## config.mk

```make
export PLATFORM = sky130hd
export DESIGN_NAME = ram_port_arbiter_flat
export DESIGN_NICKNAME = d
export VERILOG_FILES = /design/src/rtl/ram_port_arbiter_if.sv /design/src/rtl/ram_port_arbiter.sv /design/src/flat_wrapper.sv
export SDC_FILE = /design/constraint.sdc
export NUM_CORES = 1
export LEC_CHECK = 0
export ABC_AREA = 1
export CORE_AREA = 2 2 130 132
export DETAILED_ROUTE_END_ITERATION = 7
export DIE_AREA = 0 0 132 134
export REMOVE_ABC_BUFFERS = 1
export SLEW_MARGIN = 0
export SYNTH_ARGS = -nofsm -noshare
export SYNTH_HDL_FRONTEND = slang
export SYNTH_SLANG_ARGS = --single-unit
```

## constraint.sdc

```tcl
create_clock -name CLK -period 2.35 [get_ports CLK]
set_input_delay 0.47 -clock CLK [delete_from_list [all_inputs] [get_ports CLK]]
set_output_delay 0.47 -clock CLK [all_outputs]
set_load 0.01 [all_outputs]
```

## src/rtl/ram_port_arbiter_if.sv

```systemverilog
// ram_port_arbiter_if
//  Bundles the instruction requester, data requester and RAM port signals
//  that meet at the shared-RAM arbiter.
//  Parameter: NREQ - number of instruction requesters.
//  Signals:
//    iREN/iaddr        instruction read request and word address, per requester
//    iwait/iload       instruction stall and read data, per requester
//    dREN/dWEN/daddr   data read/write request and address
//    dstore            data write value
//    dwait/dload       data stall and read data
//    ramREN/ramWEN     RAM enables
//    ramaddr/ramstore  RAM address and write data
//    ramload/ramstate  RAM read data and status (FREE, BUSY, ACCESS, ERROR)
//  Modports: slave  - the arbiter
//            master - the requesters and the RAM model driving them
interface ram_port_arbiter_if #(parameter int NREQ = 2);
  logic [NREQ-1:0]        iREN;
  logic [NREQ-1:0][31:0]  iaddr;
  logic [NREQ-1:0]        iwait;
  logic [NREQ-1:0][31:0]  iload;
  logic                   dREN;
  logic                   dWEN;
  logic [31:0]            daddr;
  logic [31:0]            dstore;
  logic                   dwait;
  logic [31:0]            dload;
  logic                   ramREN;
  logic                   ramWEN;
  logic [31:0]            ramaddr;
  logic [31:0]            ramstore;
  logic [31:0]            ramload;
  logic [1:0]             ramstate;

  modport slave (
    input  iREN, iaddr, dREN, dWEN, daddr, dstore, ramload, ramstate,
    output iwait, iload, dwait, dload, ramREN, ramWEN, ramaddr, ramstore
  );

  modport master (
    output iREN, iaddr, dREN, dWEN, daddr, dstore, ramload, ramstate,
    input  iwait, iload, dwait, dload, ramREN, ramWEN, ramaddr, ramstore
  );
endinterface

```

## src/rtl/ram_port_arbiter.sv

```systemverilog
// ram_port_arbiter
//  Shares one RAM port between NREQ instruction fetch requesters and one data
//  requester. The grant is registered and held until the owner's transaction
//  completes (owner request high while ramstate==ACCESS). Data has priority;
//  instruction requesters are served round-robin. Back-to-back grants are
//  decided on the completion cycle, so there is no idle cycle between them.
//  Parameters: NREQ (>=1), DSTREAK_MAX (1..7)
//  Ports:
//    CLK  - system clock, rising edge
//    RST  - asynchronous reset, active-high; abandons any transaction
//    bus  - ram_port_arbiter_if.slave (requester and RAM side signals)
//  Optional feature macro: RAM_ARB_STARVE_GUARD_EN
//    When defined, after DSTREAK_MAX consecutive data completions with an
//    instruction request pending, the round-robin instruction requester wins
//    one arbitration over data. When undefined, data priority is strict.
//
//  state | meaning
//  IDLE  | nobody owns the RAM port, ram* outputs 0
//  DGNT  | data requester owns the port
//  IGNT  | instruction requester gnt_idx owns the port
module ram_port_arbiter #(
  parameter int NREQ        = 2,
  parameter int DSTREAK_MAX = 4
) (
  input logic               CLK,
  input logic               RST,
  ram_port_arbiter_if.slave bus
);

  localparam int IW = (NREQ > 1) ? $clog2(NREQ) : 1;

  localparam logic [1:0] IDLE = 2'd0;
  localparam logic [1:0] DGNT = 2'd1;
  localparam logic [1:0] IGNT = 2'd2;

  // ramstate encoding: FREE=0, BUSY=1, ACCESS=2, ERROR=3
  localparam logic [1:0] RS_ACCESS = 2'd2;

  if (NREQ < 1 || DSTREAK_MAX < 1 || DSTREAK_MAX > 7) begin : g_bad_param
    $error("ram_port_arbiter: NREQ must be >= 1 and DSTREAK_MAX in 1..7");
  end

  logic [1:0]    state, state_nxt;
  logic [IW-1:0] gnt_idx, gnt_idx_nxt;
  logic [IW-1:0] rr_ptr, rr_ptr_nxt;
  logic [IW-1:0] scan_base, pick_idx;
  logic          pick_vld;
  logic          d_req, own_req, done, arb;
  logic          force_i;

  function automatic logic [IW-1:0] wrap_inc(input logic [IW-1:0] v);
    if (int'(v) == NREQ - 1) return '0;
    return v + 1'b1;
  endfunction

  assign d_req = bus.dREN | bus.dWEN;

  always_comb begin
    own_req = 1'b0;
    case (state)
      DGNT:    own_req = d_req;
      IGNT:    own_req = bus.iREN[gnt_idx];
      default: own_req = 1'b0;
    endcase
  end

  assign done = own_req && (bus.ramstate == RS_ACCESS);
  // Re-arbitrate when idle, on completion, or when the owner abandons its request.
  assign arb  = done | ~own_req;

  // On an instruction completion the scan already starts past the finishing
  // requester, otherwise its still-high request would win again.
  assign scan_base = (state == IGNT && done) ? wrap_inc(gnt_idx) : rr_ptr;

  always_comb begin
    int            idx_i;
    logic [IW-1:0] idx;
    pick_vld = 1'b0;
    pick_idx = '0;
    idx_i    = 0;
    idx      = '0;
    for (int k = 0; k < NREQ; k++) begin
      idx_i = int'(scan_base) + k;
      if (idx_i >= NREQ) idx_i = idx_i - NREQ;
      idx = IW'(idx_i);
      if (!pick_vld && bus.iREN[idx]) begin
        pick_vld = 1'b1;
        pick_idx = idx;
      end
    end
  end

`ifdef RAM_ARB_STARVE_GUARD_EN
  logic [2:0] streak, streak_eff, streak_nxt;

  // streak_eff already includes a data completion happening this cycle.
  assign streak_eff = (state == DGNT && done && (|bus.iREN) && streak != 3'd7)
                      ? streak + 3'd1 : streak;
  assign force_i    = pick_vld && (streak_eff == 3'(DSTREAK_MAX));

  always_comb begin
    streak_nxt = streak_eff;
    if (!(|bus.iREN))                    streak_nxt = '0;
    else if (arb && state_nxt == IGNT)   streak_nxt = '0;
  end

  always_ff @(posedge CLK or posedge RST) begin
    if (RST) streak <= '0;
    else     streak <= streak_nxt;
  end
`else
  assign force_i = 1'b0;
`endif

  always_comb begin
    state_nxt   = state;
    gnt_idx_nxt = gnt_idx;
    rr_ptr_nxt  = rr_ptr;
    if (state == IGNT && done) rr_ptr_nxt = wrap_inc(gnt_idx);
    if (arb) begin
      if (d_req && !force_i) begin
        state_nxt = DGNT;
      end else if (pick_vld) begin
        state_nxt   = IGNT;
        gnt_idx_nxt = pick_idx;
      end else begin
        state_nxt = IDLE;
      end
    end
  end

  always_ff @(posedge CLK or posedge RST) begin
    if (RST) begin
      state   <= IDLE;
      gnt_idx <= '0;
      rr_ptr  <= '0;
    end else begin
      state   <= state_nxt;
      gnt_idx <= gnt_idx_nxt;
      rr_ptr  <= rr_ptr_nxt;
    end
  end

  // Enables follow the owner's live request, so an abandoned request drops
  // the RAM enable in the same cycle.
  always_comb begin
    bus.ramREN   = 1'b0;
    bus.ramWEN   = 1'b0;
    bus.ramaddr  = '0;
    bus.ramstore = '0;
    bus.iwait    = '1;
    bus.iload    = '0;
    bus.dwait    = 1'b1;
    bus.dload    = '0;
    case (state)
      DGNT: begin
        bus.ramaddr  = bus.daddr;
        bus.ramWEN   = bus.dWEN;
        bus.ramREN   = bus.dREN & ~bus.dWEN;
        bus.ramstore = bus.dWEN ? bus.dstore : 32'h0;
        if (done) begin
          bus.dwait = 1'b0;
          bus.dload = bus.dWEN ? 32'h0 : bus.ramload;
        end
      end
      IGNT: begin
        bus.ramaddr = bus.iaddr[gnt_idx];
        bus.ramREN  = bus.iREN[gnt_idx];
        if (done) begin
          bus.iwait[gnt_idx] = 1'b0;
          bus.iload[gnt_idx] = bus.ramload;
        end
      end
      default: ;
    endcase
  end

endmodule

```

## src/flat_wrapper.sv

```systemverilog
// flat-port wrapper written by rule: the top's interface ports become plain ports
module ram_port_arbiter_flat 
#(
  parameter int NREQ        = 2,
  parameter int DSTREAK_MAX = 4
)
  (CLK, RST, bus_iREN, bus_iaddr, bus_dREN, bus_dWEN, bus_daddr, bus_dstore, bus_ramload, bus_ramstate, bus_iwait, bus_iload, bus_dwait, bus_dload, bus_ramREN, bus_ramWEN, bus_ramaddr, bus_ramstore);
  ram_port_arbiter_if #(.NREQ(NREQ)) bus_i ();
  input logic CLK;
  input logic RST;
  input wire logic [$bits(bus_i.iREN)-1:0] bus_iREN;
  input wire logic [$bits(bus_i.iaddr)-1:0] bus_iaddr;
  input wire logic [$bits(bus_i.dREN)-1:0] bus_dREN;
  input wire logic [$bits(bus_i.dWEN)-1:0] bus_dWEN;
  input wire logic [$bits(bus_i.daddr)-1:0] bus_daddr;
  input wire logic [$bits(bus_i.dstore)-1:0] bus_dstore;
  input wire logic [$bits(bus_i.ramload)-1:0] bus_ramload;
  input wire logic [$bits(bus_i.ramstate)-1:0] bus_ramstate;
  output wire logic [$bits(bus_i.iwait)-1:0] bus_iwait;
  output wire logic [$bits(bus_i.iload)-1:0] bus_iload;
  output wire logic [$bits(bus_i.dwait)-1:0] bus_dwait;
  output wire logic [$bits(bus_i.dload)-1:0] bus_dload;
  output wire logic [$bits(bus_i.ramREN)-1:0] bus_ramREN;
  output wire logic [$bits(bus_i.ramWEN)-1:0] bus_ramWEN;
  output wire logic [$bits(bus_i.ramaddr)-1:0] bus_ramaddr;
  output wire logic [$bits(bus_i.ramstore)-1:0] bus_ramstore;
  assign bus_i.iREN = bus_iREN;
  assign bus_i.iaddr = bus_iaddr;
  assign bus_i.dREN = bus_dREN;
  assign bus_i.dWEN = bus_dWEN;
  assign bus_i.daddr = bus_daddr;
  assign bus_i.dstore = bus_dstore;
  assign bus_i.ramload = bus_ramload;
  assign bus_i.ramstate = bus_ramstate;
  assign bus_iwait = bus_i.iwait;
  assign bus_iload = bus_i.iload;
  assign bus_dwait = bus_i.dwait;
  assign bus_dload = bus_i.dload;
  assign bus_ramREN = bus_i.ramREN;
  assign bus_ramWEN = bus_i.ramWEN;
  assign bus_ramaddr = bus_i.ramaddr;
  assign bus_ramstore = bus_i.ramstore;
  ram_port_arbiter #(.NREQ(NREQ), .DSTREAK_MAX(DSTREAK_MAX)) u_core (.CLK(CLK), .RST(RST), .bus(bus_i));
endmodule
```

==> flow_summary_export.csv <==
group,metric,value,unit
pwr,swShare,0.446,
timing,finalHoldViolations,0,
critical_path,ff2ff_path_depth,10,
global_route,grt_pass1_vias,3685,
timing,fin_ws,-0.0447,ns
route,vias,3797,
floorplanning,top_level_ports,333,
clock_network,clock_path_buffers,2,
finish,instances_no_fill,978,
critical_path,rrSetupSlack,0.70,ns
synthesis,netlist_area,1960,sq um
synthesis,yosysSeqAreaShare,0.0511,
worst_hold_path,min_from,"u_core.rr_ptr",
clock_network,htree_levels,1,
critical_path,cp_data_arrival_time,1.92,ns
placed_design,hpwlAfterDp,11400,microns
placed_design,port_buffers,332,
timing,setup_viol,31,
global_route,grt_overflow_total,0,
synthesis,ys.warnings.count,0,
route,routed_wl,14900,microns
clock_network,numCtsBuffers,3,
timing,finalCritPeriodShare,1.02,
route,post_drt_via_cell_ratio,3.88,
finish,final_area,6260,sq um
floorplanning,placementRows,47,
timing,layout_min_cycle_time,2.39,ns
synthesis,synth.most_common_cell,"nor2_1",
pwr,comb_power_share,0.814,
critical_path,cp-end-kind,"output port",
clock_network,clock-sinks,4,
critical_path,timing.rr.start,"u_core.state[1]",
outcome,status,"finished with violations",
synthesis,yosys.area.top_type,"nor2_1",
route,routedWlPerCell,15.2,microns
placed_design,postPlaceCellArea,5730,sq um
floorplanning,die_area,17700,sq um
pwr,internal_power,0.00111,W
critical_path,path_class,"input port to output port",
critical_path,start_kind,"input port",
run,cap_violations,0,
clock_network,clk_pin_slew,0.03,ns
critical_path,r2r_end,"u_core.gnt_idx",
route,ant_nets,0,
outcome,violations,"negative setup slack",
finish,final.fill_count,1743,
global_route,grt_max_degree,35,
timing,relSlewSlack,0.792,
pwr,power.switching,0.000897,W
pwr,power_leakage,3.28,nW
timing,rsz0062_at_grt,"yes",
global_route,grt_pass1_wl,21300,microns
worst_hold_path,hp-class,"flip-flop to flip-flop",
finish,diodes,0,
pwr,ir_drop,0.000190,V
worst_hold_path,hold_end,"u_core.rr_ptr",
placed_design,numPlacedInstances,954,
finish,nNetsFinal,930,
critical_path,cp.required,1.88,ns
timing,maxSlewViolCount,0,
synthesis,ys_seq_elements,4,
timing,skew,0.00219,ns
pwr,p_seq_frac,0.050,
synthesis,postSynthCellCount,401,
synthesis,synth_enable_flop_cells,0,
critical_path,path_max_fanout,7,
timing,timing.setup.tns,-0.686,ns
route,first_pass_iters,4,
pwr,clockPowerShare,0.135,
clock_network,cts_tree,"yes",
synthesis,async_flop_share,1.00,
timing,worstMarginPinSlew,0.308,ns
finish,drive_gt1_frac,0.363,
floorplanning,core_area,16300,sq um
synthesis,synthDistinctLibCells,22,
clock_network,clock_latency,0.23,ns
synthesis,yosysTopAreaCellShare,0.197,
clock_network,cts_root_buf,"clkbuf_16",
pwr,p_per_area,321,nW/um^2
global_route,gr-usage-all-layers,0.152,
timing,max_freq,418,MHz
synthesis,netlist_top_cells_count,"nor2_1 (103), inv_1 (76), nand2_1 (43)",
global_route,antenna_found_initial,1,
synthesis,avgSynthCellArea,4.89,sq um
clock_network,cts_hold_buf,0,
synthesis,synthFlopType,"dfrtp_1",
floorplanning,die-width,132,microns
finish,syn_to_final_growth,220,%
worst_hold_path,hold_path_depth,2,
synthesis,synthTopCellsByArea,"nor2_1 (20%), inv_1 (15%), o21a_1 (12%), nor2_2 (9.6%), o21ai_0 (8.7%)",
floorplanning,fp.dieH,134,microns
route,drc,0,
route,drt_iter0_markers,98,
placed_design,gp_congestion,0.824,
floorplanning,initial_core_util,0.120,
flip-flops by register name (all words and copies together) (netlist names):
| register | flops |
|---|---|
| u_core.rr_ptr | 1 |
| u_core.state | 2 |
| u_core.gnt_idx | 1 |
cells by family after synthesis:
logic type	Yosys count	synth area share
adder cells (fa/ha/maj)	2	0.0128
flip-flops	4	0.0511
AO/OA/AOI/OAI	100	0.298
AND/OR/NAND/NOR	185	0.409
buffers and inverters	110	0.229
layout by cell type, fill, tap and decap left out, drive strengths merged:
| cell | n |
|---|---|
| clkdlybuf4s50 | 165 |
| buf | 159 |
| nor2 | 133 |
| inv | 79 |
| nand2 | 45 |
| o21ai | 34 |
| a21oi | 34 |
| o21a | 32 |
| dlygate4sd2 | 29 |
| clkbuf | 19 |
| dlymetal6s2s | 14 |
| dfrtp | 4 |
| nand3 | 3 |
| ha | 2 |
| nand4 | 2 |
| nand3b | 1 |
| and3 | 1 |
| bufbuf | 1 |
| clkdlybuf4s15 | 1 |
stage by stage:
stage | util | power [W] | hold slack (ns) | setup WS, ns
6_report | 0.385 | 0.00201 | 0.473 | -0.0447
5_1_grt | 0.385 | 0.00216 | 0.489 | -0.121
4_1_cts | 0.347 | 0.00199 | 0.483 | -0.230
3_5_place_dp | 0.352 | 0.00171 | 0.476 | -0.654
3_3_place_gp | 0.352 | 0.00170 | 0.463 | -0.622
2_1_floorplan | - | 0.000659 | 0.236 | -0.575
worst max-delay path: stages:
cell,delay [ns]
clkdlybuf4s50_1,0.45
inv_1,0.06
nor2_4,0.09
buf_4,0.13
and3_4,0.22
nand2_8,0.12
buf_16,0.17
nor2_2,0.07
buf_2,0.13
repair_timing:
action,CTS,global route
resized for setup,509,192
setup endpoints to repair,164,140
buffers inserted,8,6
cloned,6,2
pin swaps,6,7
layout make-up:
class,instances,area (sq um),area share
clock buffers,3,75.1,0.0120
inverters,79,297,0.0473
multi-input cells,287,1820,0.291
flip-flops and latches,4,101,0.0162
well taps,220,275,0.0439
repair buffers,385,3690,0.590
power groups by stage:
stage | clock, W | combinational (W) | sequential, W
final | 0.000272 | 0.00164 | 0.000101
after global routing | 0.000280 | 0.00177 | 0.000102
after CTS | 0.000275 | 0.00162 | 0.0000982
after detailed placement | 0 | 0.00161 | 0.0000985
after global placement | 0 | 0.00160 | 0.0000975
after floorplan | 0 | 0.000534 | 0.000125
metal layers:
layer  GRT usage  vias up  wire (microns)
li1            -     1933               -
met1       0.181     1697            5970
met2       0.277      147            7770
met3      0.0378       18             921
met4      0.0266        2             194
met5           0        -              13
worst max path at each step:
stage | from | to | slack, ns
floorplan | u_core.gnt_idx | bus_dload[0] | -0.57
global placement | bus_iREN[0] | bus_dload[31] | -0.62
detailed placement | bus_iREN[0] | bus_dload[0] | -0.65
CTS | u_core.state[0] | bus_dload[23] | -0.23
global route | u_core.state[0] | bus_dload[3] | -0.12
finish | bus_ramstate[1] | bus_dload[3] | -0.04
Note: power is estimated with default switching activity, not from simulation.
